## src/rtl/apb_pkg.sv

```systemverilog
// ---------------------------------------------------------------------------
// apb_pkg: definitions shared by the APB completer and the bridge.
//   apb_state_e  - completer FSM states (IDLE / WAIT / DONE)
//   APB_WORD_LSB - byte-address bit where the word index starts
// ---------------------------------------------------------------------------
package apb_pkg;

    localparam int unsigned APB_WORD_LSB = 2;

    typedef enum logic [1:0] {
        IDLE = 2'd0,
        WAIT = 2'd1,
        DONE = 2'd2
    } apb_state_e;

endpackage

```

## src/rtl/apb_regfile.sv

```systemverilog
// ---------------------------------------------------------------------------
// apb_regfile: DEPTH x DATA_WIDTH register array.
// The array has one synchronous write port and one combinational read port.
// All words clear on reset.
// Ports:
//   clk, rst_n       - clock, asynchronous active-low reset
//   i_we             - write enable
//   i_waddr, i_wdata - write index and data
//   i_raddr, o_rdata - read index and combinational read data
// ---------------------------------------------------------------------------
module apb_regfile
    import apb_pkg::*;
#(
    parameter int unsigned DATA_WIDTH = 32,
    parameter int unsigned DEPTH      = 16
) (
    input  logic                       clk,
    input  logic                       rst_n,
    input  logic                       i_we,
    input  logic [$clog2(DEPTH)-1:0]   i_waddr,
    input  logic [DATA_WIDTH-1:0]      i_wdata,
    input  logic [$clog2(DEPTH)-1:0]   i_raddr,
    output logic [DATA_WIDTH-1:0]      o_rdata
);

    logic [DATA_WIDTH-1:0] r_mem [DEPTH];

    always_ff @(posedge clk or negedge rst_n) begin
        if (!rst_n) begin
            for (int unsigned i = 0; i < DEPTH; i++) begin
                r_mem[i] <= '0;
            end
        end else if (i_we) begin
            r_mem[i_waddr] <= i_wdata;
        end
    end

    assign o_rdata = r_mem[i_raddr];

endmodule

```

## src/rtl/apb_slave_mem.sv

```systemverilog
// ---------------------------------------------------------------------------
// apb_slave_mem: APB3 completer backed by a DEPTH-word register file.
// Each transfer inserts WAIT_CYCLES wait states (0..15).
// Optional feature: define APB_SLV_ERR_EN to drive pslverr on out-of-range
// accesses. Otherwise pslverr is tied low.
// Ports:
//   clk, rst_n                   - clock, asynchronous active-low reset
//   psel, penable, pwrite        - APB control
//   paddr, pwdata                - byte address, write data
//   pready, prdata, pslverr      - registered completer response
// ---------------------------------------------------------------------------
module apb_slave_mem
    import apb_pkg::*;
#(
    parameter int unsigned DATA_WIDTH  = 32,
    parameter int unsigned ADDR_WIDTH  = 32,
    parameter int unsigned DEPTH       = 16,
    parameter int unsigned WAIT_CYCLES = 1
) (
    input  logic                  clk,
    input  logic                  rst_n,
    input  logic                  psel,
    input  logic                  penable,
    input  logic                  pwrite,
    input  logic [ADDR_WIDTH-1:0] paddr,
    input  logic [DATA_WIDTH-1:0] pwdata,
    output logic                  pready,
    output logic [DATA_WIDTH-1:0] prdata,
    output logic                  pslverr
);

    localparam int unsigned IDX_W     = $clog2(DEPTH);
    localparam int unsigned HI_LSB    = APB_WORD_LSB + IDX_W;
    localparam logic [3:0]  WAIT_INIT = 4'(WAIT_CYCLES);

    apb_state_e            r_state;
    logic [3:0]            r_cnt;
    logic [IDX_W-1:0]      r_idx;
    logic                  r_write;
    logic                  r_in_range;
    logic [DATA_WIDTH-1:0] r_wdata;
    logic                  r_pready;
    logic [DATA_WIDTH-1:0] r_prdata;
    logic                  r_pslverr;

    logic                  w_in_range;
    logic                  w_we;
    logic                  w_cur_write;
    logic                  w_cur_in_range;
    logic [IDX_W-1:0]      w_cur_idx;
    logic [DATA_WIDTH-1:0] w_rdata;
    logic [DATA_WIDTH-1:0] w_done_rdata;
    logic                  w_done_err;

    // DEPTH is a power of two, so "paddr < 4*DEPTH" means all bits above the index are zero.
    assign w_in_range = ((paddr >> HI_LSB) == '0) && (paddr[APB_WORD_LSB-1:0] == '0);

    // In IDLE, DONE can be entered straight from the setup phase (WAIT_CYCLES=0).
    // The response is therefore built from the live bus in IDLE and from the
    // latched copy otherwise.
    assign w_cur_write    = (r_state == IDLE) ? pwrite     : r_write;
    assign w_cur_in_range = (r_state == IDLE) ? w_in_range : r_in_range;
    assign w_cur_idx      = (r_state == IDLE) ? paddr[APB_WORD_LSB +: IDX_W] : r_idx;

    assign w_done_rdata = (w_cur_in_range && !w_cur_write) ? w_rdata : '0;
`ifdef APB_SLV_ERR_EN
    assign w_done_err = !w_cur_in_range;
`else
    assign w_done_err = 1'b0;
`endif

    // Commit only on the completing edge of an in-range write.
    assign w_we = (r_state == DONE) && psel && penable && r_write && r_in_range;

    apb_regfile #(
        .DATA_WIDTH (DATA_WIDTH),
        .DEPTH      (DEPTH)
    ) u_regfile (
        .clk     (clk),
        .rst_n   (rst_n),
        .i_we    (w_we),
        .i_waddr (r_idx),
        .i_wdata (r_wdata),
        .i_raddr (w_cur_idx),
        .o_rdata (w_rdata)
    );

    always_ff @(posedge clk or negedge rst_n) begin
        if (!rst_n) begin
            r_state    <= IDLE;
            r_cnt      <= '0;
            r_idx      <= '0;
            r_write    <= 1'b0;
            r_in_range <= 1'b0;
            r_wdata    <= '0;
            r_pready   <= 1'b0;
            r_prdata   <= '0;
            r_pslverr  <= 1'b0;
        end else begin
            case (r_state)
                IDLE: begin
                    r_pready  <= 1'b0;
                    r_prdata  <= '0;
                    r_pslverr <= 1'b0;
                    // A lone penable without a setup phase is ignored.
                    if (psel && !penable) begin
                        r_idx      <= paddr[APB_WORD_LSB +: IDX_W];
                        r_write    <= pwrite;
                        r_in_range <= w_in_range;
                        r_wdata    <= pwdata;
                        r_cnt      <= WAIT_INIT;
                        if (WAIT_CYCLES == 0) begin
                            r_state   <= DONE;
                            r_pready  <= 1'b1;
                            r_prdata  <= w_done_rdata;
                            r_pslverr <= w_done_err;
                        end else begin
                            r_state <= WAIT;
                        end
                    end
                end
                WAIT: begin
                    if (!psel) begin
                        r_state <= IDLE;
                        r_cnt   <= '0;
                    end else if (penable) begin
                        r_cnt <= r_cnt - 4'd1;
                        if (r_cnt == 4'd1) begin
                            r_state   <= DONE;
                            r_pready  <= 1'b1;
                            r_prdata  <= w_done_rdata;
                            r_pslverr <= w_done_err;
                        end
                    end
                end
                DONE: begin
                    // Always leave after one cycle. Dropping psel here simply skips the write.
                    r_state   <= IDLE;
                    r_cnt     <= '0;
                    r_pready  <= 1'b0;
                    r_prdata  <= '0;
                    r_pslverr <= 1'b0;
                end
                default: begin
                    r_state <= IDLE;
                    r_cnt   <= '0;
                end
            endcase
        end
    end

    assign pready  = r_pready;
    assign prdata  = r_prdata;
    assign pslverr = r_pslverr;

endmodule
```

## config.mk

```make
export PLATFORM = sky130hd
export DESIGN_NAME = apb_slave_mem
export DESIGN_NICKNAME = d
export VERILOG_FILES = /design/src/rtl/apb_pkg.sv /design/src/rtl/apb_regfile.sv /design/src/rtl/apb_slave_mem.sv
export SDC_FILE = /design/constraint.sdc
export NUM_CORES = 1
export LEC_CHECK = 0
export CAP_MARGIN = 10
export CELL_PAD_IN_SITES_DETAIL_PLACEMENT = 1
export CELL_PAD_IN_SITES_GLOBAL_PLACEMENT = 2
export CORE_MARGIN = 8
export CORE_UTILIZATION = 40
export CTS_BUF_LIST = sky130_fd_sc_hd__clkbuf_8
export DETAILED_ROUTE_END_ITERATION = 8
export PLACE_DENSITY_LB_ADDON = 0.1
export SETUP_SLACK_MARGIN = 0.1
export SYNTH_ARGS = -nofsm -noshare
export SYNTH_HDL_FRONTEND = slang
export SYNTH_HIERARCHICAL = 1
export SYNTH_SLANG_ARGS = --single-unit
```

## constraint.sdc

```tcl
create_clock -name clk -period 2.7 [get_ports clk]
set_input_delay 0.54 -clock clk [delete_from_list [all_inputs] [get_ports clk]]
set_output_delay 0.54 -clock clk [all_outputs]
set_load 0.02 [all_outputs]
```

### Word-level counts from Yosys, hierarchy flattened

Cells that the tools add are included.

* register bits: 590
* bits in latches: 0
* bits in writable memories: 0
* bits in read-only memories: 0
* bits of input ports: 69
* output and inout port bits: 34
* logic and storage cells: 90
* memories kept: 0

* add/sub/neg operators: 1
* $mul: 0
* div/mod/pow operators: 0
* $lt $le $gt $ge: 3
* equal/unequal tests: 9
* shifts and indexed selects: 0
* mux-type cells: 31
* bitwise operators: 2
* reduce and logical (&&, ||, !) cells: 19

Operators with widths (count)
* $bwmux W512: 1
* $mux W32: 7
* $bmux W32 S4: 1
* $demux W32 S4: 1
* $pmux W32 S2: 1
* $logic_not A32 Y1: 1
* $mux W4: 4
* $ge A5 B5 Y1 const B: 2
* $not A4 Y5: 2
* $logic_and A1 B1 Y1: 8
* $mux W1: 8
* $mux W2: 4
* $pmux W4 S2: 1
* $ne A2 B2 Y1 const B: 3
* $ne A3 B3 Y1 const B: 2
* $lt A5 B1 Y1 const B: 1
* $eq A4 B1 Y1 const B: 1
* $logic_not A2 Y1: 2
* $pmux W1 S2: 2
* $pmux W2 S2: 1
* $reduce_and A2 Y1: 2
* $reduce_and A4 Y1: 1
* $sub A4 B1 Y4 const B: 1
* $reduce_and A3 Y1: 1
* 6 further kinds: 7

### Logic depth before layout (Yosys ltp)

Gate-level depths: netlist (run 1).

* depth after elaboration: 11
* mapped depth: 10
* mapped depth without buffers: 7

### By module

Netlist (run 1), hierarchy kept.

Modules (own cells, without submodules)
* apb_regfile: times used 1, cells an instance 1404, area an instance 22774.3 um2, seq. area each 12812.3 um2
* apb_slave_mem: times used 1, cells an instance 295, area an instance 3554.7 um2, seq. area each 1926.8 um2

### Worst setup path before layout (run 1)

Ideal clock, no wire load.

* kind: input-to-reg
* start point: input penable
* end point: register u_regfile/r_mem[161] (netlist name)
* library setup time: 0.125 ns
* arrival time: 2.423 ns
* data required time: 2.575 ns
* setup slack: 0.152 ns
* cell stages on the path: 7
* buffers on the path: 2
* cell sequence: buf_2 > nand4_1 > nor3b_1 > nand2_1 > nor3_1 > buf_2 > mux2_2

* cells in the longest elaborated chain, start to end: 3

Ends and longest elaborated chain
* from (decl): RTL line apb_slave_mem.sv:23 `input logic penable,`
* $logic_and A1 B1 Y1 (3 in series): RTL line apb_slave_mem.sv:73 `assign w_we = (r_state == DONE) && psel && penable && r_write && r_in_range;`
* via w_we: RTL line apb_slave_mem.sv:47 `logic w_we;`
* to (signal, indexed assignment): RTL line apb_regfile.sv:34 `r_mem[i_waddr] <= i_wdata;`
* to (decl): RTL line apb_regfile.sv:26 `logic [DATA_WIDTH-1:0] r_mem [DEPTH];`

The timed path passes the listed nets, and every way through them passes these cells.
A chain may end at the register's enable or synchronous reset.

### Final worst setup path (run 1)

* start point: register r_state[0]
* end point: register r_prdata[9], in the netlist prdata[9]

* cells in the longest elaborated chain, start to end: 11
* elaborated cells between the ends (all ways): 23
* classes of those cells: eq/ne: 5; mux: 11; bitwise: 1; reduce/logical: 6

Ends and longest elaborated chain
* from (decl): RTL line apb_slave_mem.sv:36 `apb_state_e r_state;`
* from (signal assigned): RTL line apb_slave_mem.sv:90 `r_state <= IDLE;`
* from (signal assigned): RTL line apb_slave_mem.sv:113 `r_state <= DONE;`
* from (signal assigned): RTL line apb_slave_mem.sv:118 `r_state <= WAIT;`
* $logic_not A2 Y1: RTL line apb_slave_mem.sv:63 `assign w_cur_idx = (r_state == IDLE) ? paddr[APB_WORD_LSB +: IDX_W] : r_idx;`
* $mux W4: RTL line apb_slave_mem.sv:63
* via w_cur_idx[0]: RTL line apb_slave_mem.sv:50 `logic [IDX_W-1:0] w_cur_idx;`
* $not A4 Y5 (not written as such): RTL line apb_regfile.sv:38 `assign o_rdata = r_mem[i_raddr];`
* $bmux W32 S4: RTL line apb_regfile.sv:38
* $mux W32 (not written as such) (2 in series): RTL line apb_regfile.sv:38
* via w_rdata[9]: RTL line apb_slave_mem.sv:51 `logic [DATA_WIDTH-1:0] w_rdata;`
* $mux W32: RTL line apb_slave_mem.sv:65 `assign w_done_rdata = (w_cur_in_range && !w_cur_write) ? w_rdata : '0;`
* $mux W32: RTL line apb_slave_mem.sv:128 `if (r_cnt == 4'd1) begin`
* $mux W32: RTL line apb_slave_mem.sv:126 `end else if (penable) begin`
* $mux W32: RTL line apb_slave_mem.sv:123 `if (!psel) begin`
* $pmux W32 S2: RTL line apb_slave_mem.sv:100 `case (r_state)`
* to (signal assigned): RTL line apb_slave_mem.sv:115 `r_prdata <= w_done_rdata;`
* to (signal assigned): RTL line apb_slave_mem.sv:131 `r_prdata <= w_done_rdata;`
* to (decl): RTL line apb_slave_mem.sv:43 `logic [DATA_WIDTH-1:0] r_prdata;`

The timed path passes the listed nets, and every way through them passes these cells. The select of a mux whose other input is x is not followed.

==> results by stage, run 1 <==
Status:
- The flow ran to the end, and the final reports show no timing, DRC or antenna violations.

Power and ir drop:
- The analysis attributes to cell leakage a power of 15.1 nW.
- VDD sags by at most between 0.0003 and 0.0004 V.
- The ratio of total power to cell area is 615 nW/um^2.

Yosys:
- The complex-gate fraction of the synthesized area is 3.30%.
- The number of synthesized register bits is 589.
- The combinational family with the most area after synthesis is multiplexers.
- The parity-gate share of the synthesized area counting xor and xnor cells is 0.0333%.
- The cell type with the highest aggregate area in the netlist is sky130_fd_sc_hd__dfrtp_1.
- The net count of the mapped netlist is 1770.
- Synthesis produced a netlist whose cell count is 1699.
- The synthesized-area fraction occupied by adder cells is 0.0950%.
- In this run the mean area of a mapped cell was 15.5 um^2.
- The share of the synthesized area in the top cell type is between 50% and 60%.
- Summing the sequential cell areas from Yosys gives 56.0% of the chip area.
- The post-synthesis mux area share is a little over a third.
- The number of flops mapped to enable cells by yosys is 0.
- After Yosys synthesis, and, or, nand and nor cells account for approximately 2.7% of the synthesized area.
- Counting distinct cell types in the post-synthesis netlist gives 43.
- The number of warnings issued by yosys is 6.
- In the synthesized netlist the dominant register cell turns out to be sky130_fd_sc_hd__dfrtp_1.
- sky130_fd_sc_hd__dfrtp_1 is the most common cell in the netlist.
- The fraction of synthesis flops using an asynchronous set or reset pin is 100%.
- The commonest cells after synthesis are sky130_fd_sc_hd__dfrtp_1, sky130_fd_sc_hd__mux2_2, sky130_fd_sc_hd__mux4_2.
- By area the synthesized netlist is led by sky130_fd_sc_hd__dfrtp_1, sky130_fd_sc_hd__mux2_2, sky130_fd_sc_hd__mux4_2.
- In this run the cell area of the synthesized design comes to 26300 um^2.

Timing:
- The clock arrives with 0.0271 ns of skew.
- The total setup violations reported at the end of the flow is 0.
- The transition time of the tightest slew-check pin is ~1.1 ns.
- The hold violation count in the final report came to 0.
- The post-route minimum period is 2.63 ns.
- After layout, the worst path uses a little over nine tenths of the clock period.
- The final max-slew violation count is 0.
- The worst slew margin relative to its limit is about 28%.
- The upper clock frequency limit is 380 MHz.
- Setup repair after global routing could not meet its margin everywhere.

Detailed routing:
- The total number of vias is ~16000.
- The number of optimization iterations in the first detailed-route pass is 5.
- After the first detailed-routing iteration, the DRC count stood at 679.
- The number of nets still failing antenna checks after routing is 0.
- The post-detailed-routing wire length is roughly 80000 um.
- In the routed layout, each cell is associated on average with a via count of between 5 and 6.
- For this run, design rule violations remaining after detail routing come to 0.
- After detailed routing, the average wire length per cell comes to around 28 um.

CTS:
- Clock-pin slew was measured on the worst setup and hold paths at 0.06 ns.
- At the later pin of the worst-skew pair, clock insertion delay measures 0.68 ns.
- The clock drives 589 sinks.
- CTS built an H-tree with a depth of 3.
- The CTS buffer count is between 100 and 150.
- The clock root buffer is sky130_fd_sc_hd__clkbuf_8.
- Counting along the longest clock path gives a buffer depth of 3.
- The clock tree from TritonCTS is yes.

Floorplanning:
- The floorplan row count is 94.
- The area of the die is 74300 um^2.
- The vertical die dimension is 273 um.
- The top-level port count is 103.
- The die is 273 um wide.
- The starting utilization of the core area is 40.2%.
- The area of the placeable core is 65500 um^2.

Worst setup path:
- STA classifies the critical path endpoint as a register.
- Measured in cells, the most critical reg-to-reg path has a length of 10.
- The critical path contains buffers and inverters numbering 3 combined.
- The nature of the critical path startpoint is a register.
- Along the worst path, the maximum fanout reaches 7.
- The critical path depth is 10.
- Following the worst setup path forward leads to its endpoint at prdata[9].
- The launch point of the worst reg-to-reg path is r_state[0].
- The first element of the critical path is r_state[0].
- Among the stages of the critical path, the cell type that occurs most often is sky130_fd_sc_hd__buf_6.
- The family with the most delay on the worst path is multiplexers.
- The endpoint identified for the worst register-to-register timing path is prdata[9].
- The data arrival time of the critical path is 3.16 ns.
- The library cell contributing the largest single delay on the critical path is sky130_fd_sc_hd__mux2_8.
- At the worst endpoint, the required time is 3.22 ns.
- The signal on the critical path passes through nor2_2, buf_6, mux2_8, buf_12, mux4_2, a22oi_2, nand2_2, buf_6, nand4_1, a21oi_1.
- In this design, the stage delay of the slowest critical-path cell is around 0.46 ns.
- The critical path in this run is classified as register to register.
- Setup slack on the worst reg-to-reg path comes out at 0.07 ns.

Placement:
- The HPWL after detailed placement is 49900 um.
- The area of placed instances is 29500 um^2.
- During placement, the flow inserted port buffers numbering 101.
- The congestion estimate from routability-driven global placement came to between 0.7 and 0.8.
- Counting tap cells, the placed design contains a total of 2645 instances.

Layout:
- The post-layout instance count excluding filler cells is 2843.
- The final core utilization is ~49%.
- The number of nets in the layout is 1977.
- From synthesis to final layout, the design area changed by 21.5%.
- The area of all placed cells without fillers is 32000 um^2.
- Cells with a size suffix above 1 make up a little over half of the layout.

Job:
- Max-cap violations in this run came to 0.

GRT:
- The residual overflow from global routing is 0.
- In the global route stage, overall resource usage came out at 21.3%.
- The largest net degree at the start of global routing is 69.
- The number of antenna violations at the first check in global routing is 1.
- The via count of the first global-routing pass came to 17900.
- The wire length of the first global-routing pass is 120000 um.

Min path:
- The tightest min-delay check is of the input pin to register type.
## power by group
part           switching, W  internal [W]  leakage (nW)
Combinational       0.00131       0.00108          5.85
Clock               0.00360       0.00410          1.15
Sequential         0.000619       0.00896          8.15
Total               0.00552        0.0141          15.1
## cell families (layout without fill, tap and decap cells)
family,after synthesis,count (layout)
multiplexers,681,683
flip-flops,589,589
buffers and inverters,158,434
AO/OA/AOI/OAI,139,139
AND/OR/NAND/NOR,128,128
adder cells (fa/ha/maj),2,2
other,1,3
XOR/XNOR,1,1
## per-layer routing
metal,up-vias,part of all wire (%),global-route usage (%)
met5,-,0,0
li1,6795,-,-
met1,8702,46,29.6
met4,0,2.0,6.42
met3,103,3.6,3.36
met2,299,49,34.3
## how the worst min path moves through the flow
stage,from,to,slack [ns],cells after the start
after floorplan,rst_n,prdata[0],0.24,0
after global placement,u_regfile/r_mem[230],u_regfile/r_mem[230],0.47,1
after detailed placement,u_regfile/r_mem[506],u_regfile/r_mem[506],0.48,1
after CTS,pwdata[18],r_wdata[18],0.40,2
after global routing,pwdata[18],r_wdata[18],0.43,2
final,pwdata[28],r_wdata[28],0.48,2
## area by class of cell
type / instances / area [um^2]
Sequential cell: 589 / 14700
Inverter: 3 / 11.3
Fill cell: 6263 / 33500
Clock inverter: 51 / 213
Antenna cell: 2 / 5.00
Multi-Input combinational cell: 954 / 11200
Tap cell: 864 / 1080
Clock buffer: 124 / 1710
Timing Repair Buffer: 256 / 2990
## flip-flops by register name (all words and copies together) (netlist names)
signal and count:
r_cnt 4, r_wdata 32, r_idx 4, u_regfile/r_mem 512, pready 1, r_write 1
r_in_range 1, r_state 2, prdata 32
## timing repair
action,in CTS,in global routing
setup buffers,2,11
resized for setup,30,36
hold buffers,1,0
pin swaps,5,27
hold endpoints to repair,49,0
endpoints found under the setup margin,22,32
cloned,2,5
## placed cells by master, fill, tap and decap left out, types with 22 or more instances in the layout
cell	synthesis	layout
sky130_fd_sc_hd__dfrtp_1	589	589
sky130_fd_sc_hd__mux2_2	520	518
sky130_fd_sc_hd__mux4_2	128	128
sky130_fd_sc_hd__clkbuf_8	0	124
sky130_fd_sc_hd__clkdlybuf4s50_1	0	100
sky130_fd_sc_hd__buf_4	1	88
sky130_fd_sc_hd__buf_12	3	48
sky130_fd_sc_hd__inv_1	2	45
sky130_fd_sc_hd__o21ai_0	36	36
sky130_fd_sc_hd__nand4_1	35	35
sky130_fd_sc_hd__a21oi_1	35	35
sky130_fd_sc_hd__a22oi_2	0	34
sky130_fd_sc_hd__mux2_4	30	32
sky130_fd_sc_hd__a22oi_1	64	30
sky130_fd_sc_hd__nand2_1	36	22
## per-stage QoR
| step | setup slack (ns) | hold WS, ns | setup TNS [ns] | total power, W |
|---|---|---|---|---|
| 6_report | 0.0665 | 0.480 | 0 | 0.0197 |
| 2_1_floorplan | 0.152 | 0.244 | 0 | 0.0105 |
| 4_1_cts | 0.0488 | 0.399 | 0 | 0.0198 |
| 3_5_place_dp | -0.470 | 0.481 | -127.31 | 0.0119 |
| 3_3_place_gp | -0.455 | 0.468 | -97.40 | 0.0119 |
| 5_1_grt | 0.0166 | 0.430 | 0 | 0.0205 |
(Power assumes the default switching activity.)
==> run 2: changes to the inputs <==
==> constraint.sdc (replaced) <==
create_clock -name clk -period 2.7 [get_ports clk]
set_input_delay 0.675 -clock clk [delete_from_list [all_inputs] [get_ports clk]]
set_output_delay 0.675 -clock clk [all_outputs]
set_load 0.02 [all_outputs]
==> run 2 against run 1 <==
Critical path type unchanged. Total power up 3.4%. First-iteration DRC count up 27%. Non-clock buffer count up 1. Register-to-register slack better by 0.07 ns.
==> results by stage, run 2 (synthesis gave the netlist of run 1 again) <==
Status:
- Outcome: finished clean (unchanged).

Power and ir drop:
- The combinational share of power came to 11.5% (was 12.1%).
- The worst-case vdd ir drop came to 0.000333 V (was 0.000370 V).
- The sequential share of power is 47.2% (was 48.7%).
- The internal power contribution was 0.0147 W (was 0.0141 W).
- The static leakage is 15.2 nW (was 15.1 nW).
- The switching power is 0.00567 W (was 0.00552 W).
- The clock share of power came to 41.2% (was 39.1%).
- The ratio of total power to cell area came to 632 nW/um^2 (was 615 nW/um^2).
- The switching share of power was 27.9% (was 28.1%).

Worst setup path:
- The combined buffer and inverter count along the critical path is 3 (unchanged).
- The endpoint kind of the worst setup timing path is a register (unchanged).
- The cell occurring most often along the worst timing path was sky130_fd_sc_hd__buf_6 (unchanged).
- The worst path required time is 3.25 ns (was 3.22 ns).
- The minimum setup slack among reg-to-reg paths is 0.14 ns (was 0.07 ns).
- The data arrival time of the critical path is 3.11 ns (was 3.16 ns).
- The family with the most delay on the worst path is multiplexers (unchanged).
- The largest driver fanout on the critical path is 8 (was 7).
- The library cell contributing the largest single delay on the critical path is sky130_fd_sc_hd__mux2_8 (unchanged).
- Cell-by-cell listing of the critical path: nor2_1, buf_6, mux2_8, buf_6, buf_12, mux4_2, a22oi_1, nand2_1, nand4_1, a21oi_1 (was nor2_2, buf_6, mux2_8, buf_12, mux4_2, a22oi_2, nand2_2, buf_6, nand4_1, a21oi_1).
- The nature of the critical path startpoint is a register (unchanged).
- The largest stage delay on the critical path is 0.44 ns (was 0.46 ns).
- The type of the worst setup path is register to register (unchanged).

Floorplanning:
- The area of the placeable core is 65500 um^2 (unchanged).
- The vertical die dimension came to 273 um (unchanged).
- The starting utilization of the core area is 40.2% (unchanged).
- The horizontal die dimension is 273 um (unchanged).
- The top-level port count is 103 (unchanged).
- The area of the die is 74300 um^2 (unchanged).
- The floorplan row count was 94 (unchanged).

Detailed routing:
- The post-detailed-routing wire length is 76600 um (was 78400 um).
- The DRC marker count from the first detailed-route iteration is 865 (was 679).
- The via count normalized by instance count is 5.56 (was 5.59).
- The total number of vias was 15900 (about the same).
- The number of remaining DRC errors was 0 (unchanged).
- The number of nets still failing antenna checks after routing is 0 (unchanged).
- The number of optimization iterations in the first detailed-route pass is 4 (was 5).
- The post-detailed-route wirelength per cell is 26.8 um (was 27.6 um).

Timing:
- The ratio of final minimum period to clock period came to 94.9% (was 97.5%).
- The total setup violations reported at the end of the flow came to 0 (unchanged).
- RSZ-0062 raised after global routing: true (unchanged).
- The total negative slack is 0 ns (unchanged).
- The worst setup skew after layout is 0.0206 ns (was 0.0271 ns).
- The worst slew margin relative to its limit was 48.4% (was 28.5%).
- The post-route minimum period came to 2.56 ns (was 2.63 ns).
- The transition time of the tightest slew-check pin is 0.774 ns (was 1.07 ns).
- The final max-slew violation count came to 0 (unchanged).
- The hold violation count in the final report is 0 (unchanged).
- The upper clock frequency limit was 390 MHz (was 380 MHz).

Layout:
- The final core utilization is 49.1% (was 48.8%).
- The ratio of cells with drive above 1 in the final layout is 52.5% (was 52.8%).
- The register containing the most flip-flops in the final layout is u_regfile/r_mem (unchanged).
- The post-synthesis to final-layout area growth is 22.1% (was 21.5%).
- The flip-flop count of the largest register, all copies and words added is 512 (unchanged).
- Leading cell types in the layout, fill and taps excluded: sky130_fd_sc_hd__dfrtp_1, sky130_fd_sc_hd__mux2_2, sky130_fd_sc_hd__clkbuf_8 (was sky130_fd_sc_hd__dfrtp_1, sky130_fd_sc_hd__mux2_2, sky130_fd_sc_hd__mux4_2).
- The number of nets in the layout is 1982 (was 1977).
- The most common cell after layout, fill and taps aside is sky130_fd_sc_hd__dfrtp_1 (unchanged).
- The post-layout instance count excluding filler cells is 2858 (was 2843).

CTS:
- The clock tree from TritonCTS is yes (unchanged).
- The number of buffers on the longest clock path came to 3 (unchanged).
- The CTS buffer count was 107 (was 102).
- The clock root buffer is sky130_fd_sc_hd__clkbuf_8 (unchanged).
- The later-pin clock latency in the skew report came to 0.69 ns (was 0.68 ns).
- The CTS H-tree depth is 3 (unchanged).
- The number of sinks handled by clock tree synthesis came to 589 (unchanged).
- The register clock-pin slew on the reported worst setup and hold paths is 0.06 ns (about the same).

Placement:
- The last weighted congestion value of the routability-driven placer is 0.752 (was 0.738).
- The post-placement cell count is 2658 (was 2645).
- The total half-perimeter wirelength after legalization and detailed placement is 49200 um (was 49900 um).
- The number of input and output port buffers inserted is 101 (unchanged).

GRT:
- The residual overflow from global routing came to 0 (unchanged).
- The largest net degree at the start of global routing was 68 (was 69).
- The wire length of the first global-routing pass came to 118000 um (was 120000 um).
- The total track usage is 20.9% (was 21.3%).
- The number of antenna violations at the first check in global routing is 3 (was 1).
- The via count of the first global-routing pass is 18000 (was 17900).

Min path:
- The classification of the worst-slack hold path is input pin to async pin (was input pin to register).

Job:
- The max-capacitance violation count came to 0 (unchanged).
-- run 2: cell types whose count changed in the layout (fill, tap and decap cells not counted), moves of 3 or more --
cell,before,now
sky130_fd_sc_hd__clkinv_2,5,8
sky130_fd_sc_hd__nand2_1,22,29
sky130_fd_sc_hd__buf_6,7,3
sky130_fd_sc_hd__a22oi_1,30,45
sky130_fd_sc_hd__inv_1,45,36
sky130_fd_sc_hd__buf_12,48,60
sky130_fd_sc_hd__clkbuf_8,124,142
sky130_fd_sc_hd__a22oi_2,34,19
sky130_fd_sc_hd__buf_16,5,2
sky130_fd_sc_hd__nand2_2,13,7
-- run 2: power by group through the flow --
stage	Sequential (W)	Clock [W]	Combinational (W)
6_report	0.00960	0.00839	0.00234
5_1_grt	0.00965	0.00913	0.00249
4_1_cts	0.00958	0.00870	0.00230
3_5_place_dp	0.00974	0	0.00227
3_3_place_gp	0.00972	0	0.00224
2_1_floorplan	0.00930	0	0.00124
-- run 2: through the flow --
step | setup WS [ns] | hold WS (ns) | instance area, um^2 | power, W
floorplan | 0.176 | 0.379 | 26300 | 0.0105
global placement | -0.471 | 0.473 | 29700 | 0.0120
detailed placement | -0.493 | 0.480 | 29700 | 0.0120
CTS | 0.101 | 0.410 | 31900 | 0.0206
global route | 0.0700 | 0.451 | 32100 | 0.0213
finish | 0.138 | 0.472 | 32200 | 0.0203
-- run 2: layout make-up --
class | instances | area (um^2)
multi-input cells | 953 | 11100
clock inverters | 46 | 203
clock buffers | 142 | 1950
inverters | 3 | 11.3
diodes | 4 | 10.0
well taps | 864 | 1080
fillers | 6251 | 33400
flip-flops and latches | 589 | 14700
repair buffers | 257 | 3030
-- run 2: final timing paths --
check,start,end,cells after the start
max,r_state[0],prdata[1],10
min reg2reg,u_regfile/r_mem[506],u_regfile/r_mem[506],1
max in group asynchronous,rst_n,r_wdata[5],4
min,rst_n,prdata[22],2
min in group clk,u_regfile/r_mem[506],u_regfile/r_mem[506],1
max reg2reg,r_state[0],prdata[1],10
-- run 2: per-layer routing --
metal,global-route usage [%],wire (um),vias up
li1,-,-,6804
met1,28.4,34500,8625
met2,33.0,36100,351
met3,4.74,3950,123
met4,7.09,2100,0
met5,0,0,-
-- run 2: what timing repair did --
| action | 4_1_cts | 5_1_grt |
|---|---|---|
| resized for setup | 7 | 27 |
| hold buffers | 1 | 0 |
| endpoints found under the hold margin | 23 | 0 |
| buffers inserted | 1 | 3 |
| endpoints found under the setup margin | 34 | 19 |
| pin swaps | 1 | 8 |
| gates cloned | 1 | 2 |
==> run 3: changes to the inputs <==
--- a/config.mk
+++ b/config.mk
@@ -12,6 +12,7 @@
 export CORE_UTILIZATION = 40
 export CTS_BUF_LIST = sky130_fd_sc_hd__clkbuf_8
 export DETAILED_ROUTE_END_ITERATION = 8
+export HOLD_SLACK_MARGIN = 0.03
 export PLACE_DENSITY_LB_ADDON = 0.1
 export SETUP_SLACK_MARGIN = 0.1
 export SYNTH_ARGS = -nofsm -noshare
==> results of run 3 <==
Same layout as run 2: the final DEF is identical, and so are final timing and power.
